**src/rtl/key_display_buffer.sv**
```systemverilog
// Scrolling N-digit 7-segment letter buffer fed by a PS2 key decoder (capture, backspace, clear).
// Optional build macro DISPLAY_BLINK_EN blinks the whole display while the buffer is full.
module key_display_buffer #(
    parameter int NUM_DIGITS     = 6,
    parameter bit SEG_ACTIVE_LOW = 1'b1,
`ifdef DISPLAY_BLINK_EN
    parameter int BLINK_CYCLES   = 25000000,
`endif
    localparam int CW = $clog2(NUM_DIGITS + 1)
) (
    input  logic                    clk,
    input  logic                    rst,
    input  logic                    key_rdy,
    input  logic [4:0]              key_code,
    output logic [7*NUM_DIGITS-1:0] seg_out,
    output logic [CW-1:0]           count,
    output logic                    full,
    output logic                    overflow,
    output logic                    bad_code,
    output logic                    busy
);

    localparam logic [6:0] BLANK = SEG_ACTIVE_LOW ? 7'h7F : 7'h00;

    typedef enum logic [1:0] {
        IDLE    = 2'd0,
        CAPTURE = 2'd1,
        HOLD    = 2'd2
    } state_t;

    state_t                         state;
    state_t                         next_state;
    logic                           key_prev;
    logic                           load_code;
    logic [4:0]                     code_reg;
    logic [NUM_DIGITS-1:0][6:0]     digits;

    // Letter approximations in gfedcba order, polarity applied on the way out; space is blank.
    function automatic logic [6:0] seg_pattern(input logic [4:0] code);
        logic [6:0] raw;
        case (code)
            5'd0:    raw = 7'h77;
            5'd1:    raw = 7'h7C;
            5'd2:    raw = 7'h39;
            5'd3:    raw = 7'h5E;
            5'd4:    raw = 7'h79;
            5'd5:    raw = 7'h71;
            5'd6:    raw = 7'h3D;
            5'd7:    raw = 7'h76;
            5'd8:    raw = 7'h06;
            5'd9:    raw = 7'h1E;
            5'd10:   raw = 7'h75;
            5'd11:   raw = 7'h38;
            5'd12:   raw = 7'h55;
            5'd13:   raw = 7'h37;
            5'd14:   raw = 7'h3F;
            5'd15:   raw = 7'h73;
            5'd16:   raw = 7'h67;
            5'd17:   raw = 7'h50;
            5'd18:   raw = 7'h6D;
            5'd19:   raw = 7'h78;
            5'd20:   raw = 7'h3E;
            5'd21:   raw = 7'h1C;
            5'd22:   raw = 7'h2A;
            5'd23:   raw = 7'h49;
            5'd24:   raw = 7'h6E;
            5'd25:   raw = 7'h5B;
            default: raw = 7'h00;
        endcase
        return SEG_ACTIVE_LOW ? ~raw : raw;
    endfunction

    // key_prev resets high so a key already held when reset lifts is not taken as a new press.
    always_ff @(posedge clk) begin
        if (rst) begin
            state    <= IDLE;
            key_prev <= 1'b1;
            code_reg <= '0;
        end else begin
            state    <= next_state;
            key_prev <= key_rdy;
            if (load_code) begin
                code_reg <= key_code;
            end
        end
    end

    always_comb begin
        next_state = state;
        load_code  = 1'b0;
        case (state)
            IDLE: begin
                if (key_rdy && !key_prev) begin
                    next_state = CAPTURE;
                    load_code  = 1'b1;
                end
            end
            CAPTURE: next_state = HOLD;
            HOLD: begin
                if (!key_rdy) begin
                    next_state = IDLE;
                end
            end
            default: next_state = IDLE;
        endcase
    end

    assign busy = (state != IDLE);
    assign full = (count == CW'(NUM_DIGITS));

    // Digit 0 is the newest letter; shifting left drops the oldest once the buffer is full.
    always_ff @(posedge clk) begin
        if (rst) begin
            digits   <= {NUM_DIGITS{BLANK}};
            count    <= '0;
            overflow <= 1'b0;
            bad_code <= 1'b0;
        end else begin
            overflow <= 1'b0;
            bad_code <= 1'b0;
            if (state == CAPTURE) begin
                if (code_reg <= 5'd26) begin
                    digits <= {digits[NUM_DIGITS-2:0], seg_pattern(code_reg)};
                    if (full) begin
                        overflow <= 1'b1;
                    end else begin
                        count <= count + CW'(1);
                    end
                end else if (code_reg == 5'd27) begin
                    if (count != '0) begin
                        digits <= {BLANK, digits[NUM_DIGITS-1:1]};
                        count  <= count - CW'(1);
                    end
                end else if (code_reg == 5'd28) begin
                    digits <= {NUM_DIGITS{BLANK}};
                    count  <= '0;
                end else begin
                    bad_code <= 1'b1;
                end
            end
        end
    end

`ifdef DISPLAY_BLINK_EN
    localparam int BW = (BLINK_CYCLES > 1) ? $clog2(BLINK_CYCLES) : 1;

    logic [BW-1:0] blink_cnt;
    logic          blink_phase;

    // Restarting on every capture keeps the blink aligned to the most recent key press.
    always_ff @(posedge clk) begin
        if (rst || state == CAPTURE) begin
            blink_cnt   <= '0;
            blink_phase <= 1'b0;
        end else if (blink_cnt == BW'(BLINK_CYCLES - 1)) begin
            blink_cnt   <= '0;
            blink_phase <= ~blink_phase;
        end else begin
            blink_cnt   <= blink_cnt + BW'(1);
        end
    end

    assign seg_out = (full && blink_phase) ? {NUM_DIGITS{BLANK}} : digits;
`else
    assign seg_out = digits;
`endif

endmodule
```
**config.mk**
```make
export PLATFORM = sky130hd
export DESIGN_NAME = key_display_buffer
export DESIGN_NICKNAME = d
export VERILOG_FILES = /design/src/rtl/key_display_buffer.sv
export SDC_FILE = /design/constraint.sdc
export NUM_CORES = 1
export LEC_CHECK = 0
export CAP_MARGIN = 10
export CORE_UTILIZATION = 29
export DETAILED_ROUTE_END_ITERATION = 10
export GPL_TIMING_DRIVEN = 0
export SKIP_LAST_GASP = 1
export SYNTH_ARGS = -nofsm -noshare
export SYNTH_HDL_FRONTEND = slang
export SYNTH_SLANG_ARGS = --single-unit
```
**constraint.sdc**
```tcl
create_clock -name clk -period 5.65 [get_ports clk]
set_input_delay 1.695 -clock clk [delete_from_list [all_inputs] [get_ports clk]]
set_output_delay 1.695 -clock clk [all_outputs]
set_load 0.05 [all_outputs]
```
Yosys cells after proc, flatten, opt, wreduce, memory -nomap -nowiden
Memory sizes are Yosys's and may differ from the RTL's. A register that Yosys moved wholly into a read port is not among the register bits.
Cells that the tools add are included.
{"block": "op_classes", "add_sub_neg": 2, "mul": 0, "div_mod_pow": 0, "order_cmp": 1, "eq_ne": 9, "shift": 0, "mux": 21, "bitwise_logic": 3, "reduce_logical": 11}
{"operator": "2-to-1 mux 42 bit", "n": 4}
{"operator": "2-to-1 mux 7 bit", "n": 3}
{"operator": "2-to-1 mux 3 bit", "n": 5}
{"operator": "equality test 5 bit, second input constant", "n": 2}
{"operator": "2-to-1 mux 5 bit", "n": 2}
{"operator": "NOT 7 bit", "n": 1}
{"operator": "inequality test 2 bit, second input constant", "n": 3}
{"operator": "case mux 2 bit (3 select lines)", "n": 1}
{"operator": "nonzero test 3 bit", "n": 2}
{"operator": "<= comparator 5 bit, second input constant", "n": 1}
{"operator": "2-to-1 mux 1 bit", "n": 4}
{"operator": "2-to-1 mux 2 bit", "n": 2}
{"operator": "AND reduction 4 bit", "n": 1}
{"operator": "OR reduction 4 bit", "n": 1}
{"operator": "adder 3 x 1 -> 3 bit, second input constant", "n": 1}
{"operator": "equality test 3 bit, second input constant", "n": 1}
{"operator": "inequality test 3 x 2 -> 1 bit, second input constant", "n": 1}
{"operator": "AND reduction 3 bit", "n": 1}
{"operator": "OR reduction 3 bit", "n": 1}
{"operator": "subtractor 3 x 1 -> 3 bit, second input constant", "n": 1}
{"operator": "equality test 2 x 1 -> 1 bit, second input constant", "n": 1}
{"operator": "equality test 2 bit, second input constant", "n": 1}
{"operator": "logical NOT 2 bit", "n": 1}
{"operator": "NOT 1 bit", "n": 2}
{"operator": "other kinds (4)", "n": 4}
{"block": "totals", "ff_bits": 55, "latchBits": 0, "mem_bits_rw": 0, "mem_bits_ro": 224, "in_bits": 8, "word_cells": 60, "memories": 1}
{"name": "(name not given)", "words": 32, "width": 7, "read_ports": 1, "rd_ports_with_merged_regs": 1, "write_ports": 0, "line": "41", "text": "case (code)"}

Logic depth before layout (Yosys ltp)
Gate-level depths: netlist of the first run.
{"block": "depth", "ltp_word": 6, "depth_mapped": 9, "depth_no_buf": 8}

Worst setup path before layout of the first run
No wires, ideal clock.
{"block": "synth_timing", "kind": "input -> register", "startpoint": "in key_rdy", "endpoint": "reg (tool-made name)", "setup_ns": 0.126, "t_arrival_ns": 3.780, "path_slack_ns": 1.744, "path_stages": 7, "path_buffers": 0, "path_cell_list": "nor4b_4 mux2i_1 clkinv_2 ha_1 or3_1 a221oi_1 a21oi_1"}
{"item": "start: declaration", "line": "13", "text": "input logic key_rdy,"}

==> reports/metrics.yaml, run 1 <==
setup_path:
  rr_worst_depth: 7
  crit_path_start_kind: "primary input"
  r2r_slack_ps: 2630
  crit_arrival_ps: 4680
  reg2reg_from: "state[0]$_SDFFE_PP0P_"
  cp-startpoint: "key_rdy"
  cp-end-kind: "register"
  critical_path_class: "primary input to register"
  cp_max_fo: 8
  crit_required_ps: 5860
cells_and_area:
  final_cell_mix: "62 x dfxtp_1, 56 x clkdlybuf4s50_1, 41 x nor2_1"
  final_nets: 422
  drive_above_1_share: 0.08578
  num_antenna_cells: 0
  nFillCells: 1031
  final_common_cell: "dfxtp_1"
  area_delta_synth_final_pct: 30.29
grt:
  grt_use_total: 0.1650
  antenna_found_initial: 0
  grt_pass1_vias: 2693
  grt_max_degree: 12
  grt_pass1_wl_mm: 14.29
  overflow: 0
timing:
  period_needed_ps: 4477
  finalCritPeriodShare: 0.7924
  maxSlewViolCount: 0
  fmax_mhz: 223.3
  finalHoldViolCount: 0
  setup_violations: 0
  slew-limit-headroom: 0.5706
  timing.hold.ws_ps: 516.9
  fin_skew_ps: 10.83
  worstMarginPinSlew_ps: 626.1
  setup_tns_ps: 0
  rsz0062_at_grt: "no"
clock_tree:
  clockRootBuffer: "clkbuf_8"
  cts_resized: 0
  cts.clk_slew.worst_paths_ps: 70
  clk_latency_ps: 330
  cts_hold_buffers: 0
  clk_path_buf_depth: 2
  cts_tree: "done"
  cts_buffers: 9
  htree_levels: 3
  clock_sinks: 62
  postCtsSetupRepairBufs: 0
synthesis:
  ys_seq_elements: 62
  syn_area_mm2: 0.003012
  synth.distinct_cells: 49
  synth_edf_count: 0
  synth-seq-area-share: 0.4121
  synthCells: 336
  synth_nets: 355
  syn_area_per_cell_um2: 8.963
  synth-main-ff-cell: "dfxtp_1"
  yosysWarnings: 0
  async_flop_share: 0
place:
  port_buffers: 56
  routabilityCongestion: 0.8283
  dpl.hpwl_mm: 6.388
die:
  start_util: 0.3039
  fp.dieH_um: 103.9
  die_w_um: 103.9
  die_area_mm2: 0.01080
  num_rows: 36
  io_pins: 57
  core-area_mm2: 0.009910
detailed_routing:
  firstDrtPassIters: 4
  wl_met3_um: 356
  wl_met2_mm: 3.999
  wl_met1_mm: 4.133
  wirelength_mm: 8.594
  vias: 2819
  wire_per_inst_um: 15.89
  drtAntennaViolNets: 0
  vias_per_cell: 5.211
  routed.top_layer: "met4"
  drt_iter0_markers: 102
  drc: 0
pwr:
  powerDensity_mw_per_mm2: 244.2
  p_leak_nw: 1.445
  vdd_drop_max_v: 0.0001184
outcome:
  status: "complete, no violations"
min_path:
  min_path_type: "register to register"
job:
  maxCapViolations: 0
## how the worst min path moves through the flow
stage                                   startpoint                  endpoint  cells past startpoint
after floorplan           code_reg[0]$_SDFFE_PP0N_  code_reg[0]$_SDFFE_PP0N_                      2
after global placement     seg_out[3]$_SDFFE_PP1P_   seg_out[3]$_SDFFE_PP1P_                      1
after detailed placement   seg_out[3]$_SDFFE_PP1P_   seg_out[3]$_SDFFE_PP1P_                      1
after CTS                  seg_out[3]$_SDFFE_PP1P_   seg_out[3]$_SDFFE_PP1P_                      1
after global routing       seg_out[3]$_SDFFE_PP1P_   seg_out[3]$_SDFFE_PP1P_                      1
final                      seg_out[3]$_SDFFE_PP1P_   seg_out[3]$_SDFFE_PP1P_                      1
## layout make-up
class / count / area, um^2 / share of cell area
clock inverters: 5 / 33.78 / 0.008610
well taps: 133 / 166.4 / 0.04241
repair buffers: 56 / 560.5 / 0.1429
multi-input cells: 237 / 1597 / 0.4069
flip-flops and latches: 62 / 1241 / 0.3163
clock buffers: 11 / 151.4 / 0.03858
plain buffers: 29 / 140.1 / 0.03571
inverters: 8 / 33.78 / 0.008610
## kinds of logic (layout without fill, tap and decap cells)
group,Yosys count,count (layout),synth area share
fa+ha+maj,11,11,0.04570
simple gates,95,95,0.1612
compound gates,123,123,0.2966
flops,62,62,0.4121
mux,8,8,0.02659
buf+inv,37,109,0.05775
## metal layers
layer | up-vias | global-route usage
met5 | - | 0
met4 | 0 | 0.05000
met3 | 9 | 0.03947
met2 | 69 | 0.2657
met1 | 1346 | 0.2177
li1 | 1395 | -
## report_power, final
part           internal, mW  total, mW  switching [mW]  leakage, nW
registers             0.454      0.471          0.0169        0.506
clock network         0.182      0.356           0.174       0.0913
logic                0.0503      0.132          0.0812        0.848
total                 0.686      0.958           0.272         1.44
## cell usage after synthesis, drive strengths merged (2+ instances only)
cell type,number,share of area
a211o,36,0.10
a211oi,10,0.025
a21oi,17,0.029
a31oi,2,0.0042
buf,10,0.023
clkbuf,19,0.024
clkinv,3,0.0050
dfxtp,62,0.41
ha,11,0.046
inv,5,0.0062
mux2i,8,0.027
nand2,12,0.015
nand2b,10,0.021
nor2,42,0.053
nor2b,9,0.019
nor3,5,0.0083
nor3b,2,0.0050
nor4b,3,0.014
o211ai,3,0.0075
o21ai,5,0.0083
o221ai,2,0.0058
o22ai,35,0.073
or2,4,0.0083
or3,2,0.0042
## worst max-delay path: stages
cell and delay, ps:
clkdlybuf4s50_1 520, nor4b_4 520, mux2i_1 630, clkinv_2 250, ha_1 360, or3_1 370
a221oi_1 280, a21oi_1 70
## through the flow
stage	power, mW	setup slack [ps]	instances	instance area, um^2	utilization
floorplan	0.5661	1744	336	3012	-
detailed placement	0.6121	827.2	525	3739	0.3773
CTS	0.9670	1168	541	3924	0.3960
global route	0.9971	914.8	541	3924	0.3960
finish	0.9581	1173	541	3924	0.3960
global placement	0.6106	795.6	525	3739	0.3773
(Power assumes the default switching activity.)
==> inputs of run 2 (changes only) <==
==> constraint.sdc (replaced) <==
create_clock -name clk -period 3.82 [get_ports clk]
set_input_delay 1.146 -clock clk [delete_from_list [all_inputs] [get_ports clk]]
set_output_delay 1.146 -clock clk [all_outputs]
set_load 0.05 [all_outputs]
==> run 2 against run 1 <==
Net effect:
- first-iteration DRC count rose by 2.9%
- sequential cell count did not move
- worst hold slack barely moved
- clock power rose by 48%
- critical path depth rose by 2
- routed wire length rose by 1.3%
- die area did not move
- cell count rose by 0.74%
- critical path type unchanged
- largest cell class unchanged
==> reports/metrics.yaml, run 2 (synthesis gave the netlist of run 1 again) <==
outcome:
  status: "complete, no violations"
die:
  io_pins: 57
  num_rows: 36
  die_w_um: 103.9
  core-area_mm2: 0.009910
  die_area_mm2: 0.01080
  start_util: 0.3039
  fp.dieH_um: 103.9
place:
  dp_worst_setup_slack_ps: -453.8
  routabilityCongestion: 0.8283
  port_buffers: 56
  dpl.hpwl_mm: 6.388
setup_path:
  rr_worst_depth: 8
  r2r_slack_ps: 1180
  path_cells: "clkdlybuf4s50_1, clkbuf_1, clkbuf_1, clkbuf_2, a21oi_2, inv_1, ha_1, or3_1, a221oi_1, a21oi_1"
  cpLargestDelayFamily: "buffers and inverters"
  crit_path_frequent_cell: "clkbuf_1"
  critical_path_class: "primary input to register"
  slowest_stage: "clkdlybuf4s50_1"
  critPathMaxStageDelay_ps: 440
  cp-end-kind: "register"
  crit_arrival_ps: 3840
  crit_path_start_kind: "primary input"
  cp.buffers_inverters: 5
  reg2reg_from: "state[0]$_SDFFE_PP0P_"
  cp_max_fo: 10
  crit_required_ps: 4030
clock_tree:
  clk_latency_ps: 330
  clk_path_buf_depth: 2
  clock_sinks: 62
  cts_buffers: 9
  cts_tree: "done"
  clockRootBuffer: "clkbuf_8"
  htree_levels: 3
  cts_hold_buffers: 0
  cts.clk_slew.worst_paths_ps: 70
detailed_routing:
  wirelength_mm: 8.706
  drtAntennaViolNets: 0
  wire_per_inst_um: 15.97
  drt_iter0_markers: 105
  wl_met1_mm: 4.130
  vias_per_cell: 5.220
  drc: 0
  wl_met3_um: 415
  routed.top_layer: "met4"
  vias: 2845
  wl_met2_mm: 4.024
  firstDrtPassIters: 6
timing:
  setup_violations: 0
  timing.hold.ws_ps: 517.1
  fin_skew_ps: 10.88
  rsz0062_at_grt: "yes"
  period_needed_ps: 3637
  finalCritPeriodShare: 0.9521
  timing.final.ws_setup_ps: 182.9
  fmax_mhz: 274.9
  worstMarginPinSlew_ps: 653.9
  slew-limit-headroom: 0.5622
  finalHoldViolCount: 0
  maxSlewViolCount: 0
grt:
  overflow: 0
  grt_pass1_vias: 2709
  grt_max_degree: 12
  grt_use_total: 0.1658
  grt_pass1_wl_mm: 14.36
  antenna_found_initial: 0
cells_and_area:
  final_cell_mix: "62 x dfxtp_1, 56 x clkdlybuf4s50_1, 41 x nor2_1"
  drive_above_1_share: 0.1019
  area_delta_synth_final_pct: 31.57
  final_common_cell: "dfxtp_1"
  nFillCells: 1033
  utilization: 0.3999
  num_antenna_cells: 0
  final_nets: 426
min_path:
  worstHoldEndpoint: "seg_out[3]$_SDFFE_PP1P_"
  min_path_type: "register to register"
  hp-start: "seg_out[3]$_SDFFE_PP1P_"
  hold_path_depth: 1
pwr:
  p_leak_nw: 1.469
  vdd_drop_max_v: 0.0001761
  powerDensity_mw_per_mm2: 358.8
job:
  maxCapViolations: 0
-- run 2: cell types whose count changed in the layout (fill, tap and decap cells not counted) --
cell | before | now
a21oi_1 | 16 | 15
a21oi_2 | 1 | 2
buf_4 | 0 | 4
clkbuf_1 | 19 | 18
clkbuf_2 | 0 | 1
mux2i_1 | 8 | 7
mux2i_2 | 0 | 1
-- run 2: worst max-delay path by stage --
stage | startpoint | to | slack, ps | cells past startpoint
after floorplan | key_rdy | register | 460 | 7
after CTS | key_rdy | register | 40 | 8
after global routing | rst | register | -20 | 9
after detailed placement | key_rdy | register | -450 | 8
after global placement | key_rdy | register | -490 | 8
final | rst | register | 180 | 10
-- run 2: layout make-up --
class	instances	area [um^2]	share of cell area
plain buffers	29	141.4	0.03568
clock buffers	11	151.4	0.03821
clock inverters	5	33.78	0.008525
inverters	8	33.78	0.008525
multi-input cells	237	1604	0.4048
flip-flops and latches	62	1241	0.3132
well taps	133	166.4	0.04200
repair buffers	60	590.6	0.1490
-- run 2: what timing repair did --
action                     4_1_cts  5_1_grt
buffers inserted                 0        4
resized for setup                2        2
hold endpoints to repair         0        0
cloned                           0        0
pin swaps                        0        0
setup endpoints to repair        1        6
-- run 2: metal layers --
layer  track usage  up-vias
met2        0.2652       82
met3       0.03947       14
met1        0.2194     1347
li1              -     1402
met4       0.05306        0
met5             0        -
-- run 2: report_power, final --
part           total, mW  internal [mW]  switching, mW
Combinational      0.199         0.0769          0.122
Clock              0.527          0.269          0.258
Sequential         0.696          0.671         0.0251
-- run 2: per-stage QoR --
step                total power [mW]  TNS, ps  instance area (um^2)  std cells
finish                         1.422        0                  3963        545
global route                   1.478   -23.99                  3963        545
CTS                            1.431        0                  3931        541
detailed placement            0.9053    -1861                  3739        525
global placement              0.9031    -1786                  3739        525
floorplan                     0.8372        0                  3012        336
-- run 2: worst register-to-register path: cells and delay by family, from the launching register on --
family	cells	cell delay (ps)
adder cells (fa/ha/maj)	1	340
buffers and inverters	2	390
multiplexers	1	440
AO/OA/AOI/OAI	2	350
flip-flops	1	360
AND/OR/NAND/NOR	2	640
==> inputs of run 3 (changes only) <==
--- a/config.mk
+++ b/config.mk
@@ -8,7 +8,6 @@
 export CAP_MARGIN = 10
 export CORE_UTILIZATION = 29
 export DETAILED_ROUTE_END_ITERATION = 10
-export GPL_TIMING_DRIVEN = 0
 export SKIP_LAST_GASP = 1
 export SYNTH_ARGS = -nofsm -noshare
 export SYNTH_HDL_FRONTEND = slang
==> run 3 against run 2 <==
Net effect:
- combinational power fell by 5%
- clock power rose by 37%
- largest power group is now the clock network
- critical path depth decreased by 2
- via count down 4.8%
- clock skew up 0.92 ps
- global-route usage decreased by 1.4 points
- first-iteration DRC count increased by 31%
- worst hold slack gained 17 ps
- routed wire length down 8.0%
- cell count down 3.9%
- total power rose by 13%
==> reports/metrics.yaml, run 3 (synthesis gave the netlist of run 1 again) <==
clock_tree:
  clockRootBuffer: "clkbuf_8"
  cts_hold_buffers: 0
  cts_resized: 0
  clk_latency_ps: 340
  cts.clk_slew.worst_paths_ps: 70
  clock_sinks: 62
  cts_buffers: 9
  postCtsSetupRepairBufs: 0
  clk_path_buf_depth: 2
  htree_levels: 3
  cts_tree: "done"
setup_path:
  crit_path_start_kind: "primary input"
  cp_max_fo: 14
  critical_path_class: "primary input to register"
  crit_arrival_ps: 3500
  cp-end-kind: "register"
  crit_required_ps: 4030
die:
  core-area_mm2: 0.009910
  num_rows: 36
  die_w_um: 103.9
  fp.dieH_um: 103.9
  die_area_mm2: 0.01080
  io_pins: 57
  start_util: 0.3039
grt:
  antenna_found_initial: 0
  grt_use_total: 0.1518
  overflow: 0
  grt_max_degree: 71
  grt_pass1_wl_mm: 13.24
  grt_pass1_vias: 2663
timing:
  rsz0062_at_grt: "no"
  setup_violations: 0
  finalHoldViolCount: 0
  setup_tns_ps: 0
  fmax_mhz: 304.0
  fin_skew_ps: 11.81
  slew-limit-headroom: 0.5487
  maxSlewViolCount: 0
  finalCritPeriodShare: 0.8612
  period_needed_ps: 3290
  worstMarginPinSlew_ps: 677.0
job:
  maxCapViolations: 0
place:
  dpl.hpwl_mm: 5.522
  port_buffers: 56
  post-place-cells: 508
  routabilityCongestion: 0.8689
detailed_routing:
  wire_per_inst_um: 15.28
  drt_iter0_markers: 138
  vias: 2708
  firstDrtPassIters: 4
  vias_per_cell: 5.168
  drtAntennaViolNets: 0
  wirelength_mm: 8.006
  drc: 0
outcome:
  status: "complete, no violations"
pwr:
  powerDensity_mw_per_mm2: 408.2
  p_leak_nw: 1.472
  vdd_drop_max_v: 0.0001679
cells_and_area:
  final_common_cell: "dfxtp_1"
  final_cell_count_no_fill: 524
  nFillCells: 1035
  drive_above_1_share: 0.09974
  regArea_mm2: 0.001241
  area_delta_synth_final_pct: 30.66
  final_cell_mix: "62 x dfxtp_1, 55 x clkdlybuf4s50_1, 40 x nor2_1"
  final_nets: 405
  multi_input_area_mm2: 0.001599
  num_antenna_cells: 0
min_path:
  min_path_type: "register to register"
[run 3: cell types whose count changed in the layout (fill, tap and decap cells not counted), sizes merged]
| cell | delta |
|---|---|
| inv | +4 |
| clkbuf | -21 |
| clkinv | -3 |
| clkdlybuf4s50 | -1 |
| bufinv | +3 |
| buf | -1 |
| clkinvlp | -2 |
[run 3: power breakdown]
part	internal [mW]	leakage [nW]	switching, mW
combinational	0.0729	0.841	0.117
sequential	0.671	0.506	0.0244
clock	0.443	0.125	0.279
total	1.19	1.47	0.420
[run 3: stage by stage]
stage	worst slack [ps]	power [mW]	instance area, um^2	utilization	hold slack, ps
global route	305.7	1.675	3935	0.3971	554.1
CTS	517.6	1.629	3935	0.3971	532.7
detailed placement	192.8	0.9007	3686	0.3720	515.0
floorplan	462.8	0.8372	3012	-	505.3
finish	530.1	1.606	3935	0.3971	534.0
global placement	254.6	0.8987	3686	0.3720	502.8
[run 3: worst max-delay path, cell delays in order]
cell and delay, ps:
clkdlybuf4s50_1 520, nor4b_4 330, buf_4 210, mux2i_1 280, clkinv_2 240, a2111oi_0 510
a21oi_1 130, o2bb2ai_1 130
[run 3: layer usage]
| layer | vias to the layer above | track usage | part of all wire |
|---|---|---|---|
| met4 | 0 | 0.04490 | 0.012 |
| met2 | 71 | 0.2510 | 0.47 |
| met1 | 1267 | 0.1887 | 0.47 |
| met3 | 11 | 0.04762 | 0.047 |
| li1 | 1359 | - | - |
| met5 | - | 0 | 0 |
[run 3: worst paths after layout]
check | end | slack, ps | cells after the start | start
max | register | 530 | 8 | key_rdy
min | seg_out[1]$_SDFFE_PP1P_ | 530 | 1 | seg_out[1]$_SDFFE_PP1P_
max reg2reg | seg_out[11]$_SDFFE_PP1P_ | 1390 | 7 | code_reg[0]$_SDFFE_PP0N_
min reg2reg | seg_out[1]$_SDFFE_PP1P_ | 530 | 1 | seg_out[1]$_SDFFE_PP1P_
[run 3: cell type report]
type	instances	area share
Tap cell	133	0.04229
Inverter	8	0.008585
Sequential cell	62	0.3154
Clock inverter	7	0.03180
Clock buffer	9	0.03148
Timing Repair Buffer	68	0.1641
Multi-Input combinational cell	237	0.4064
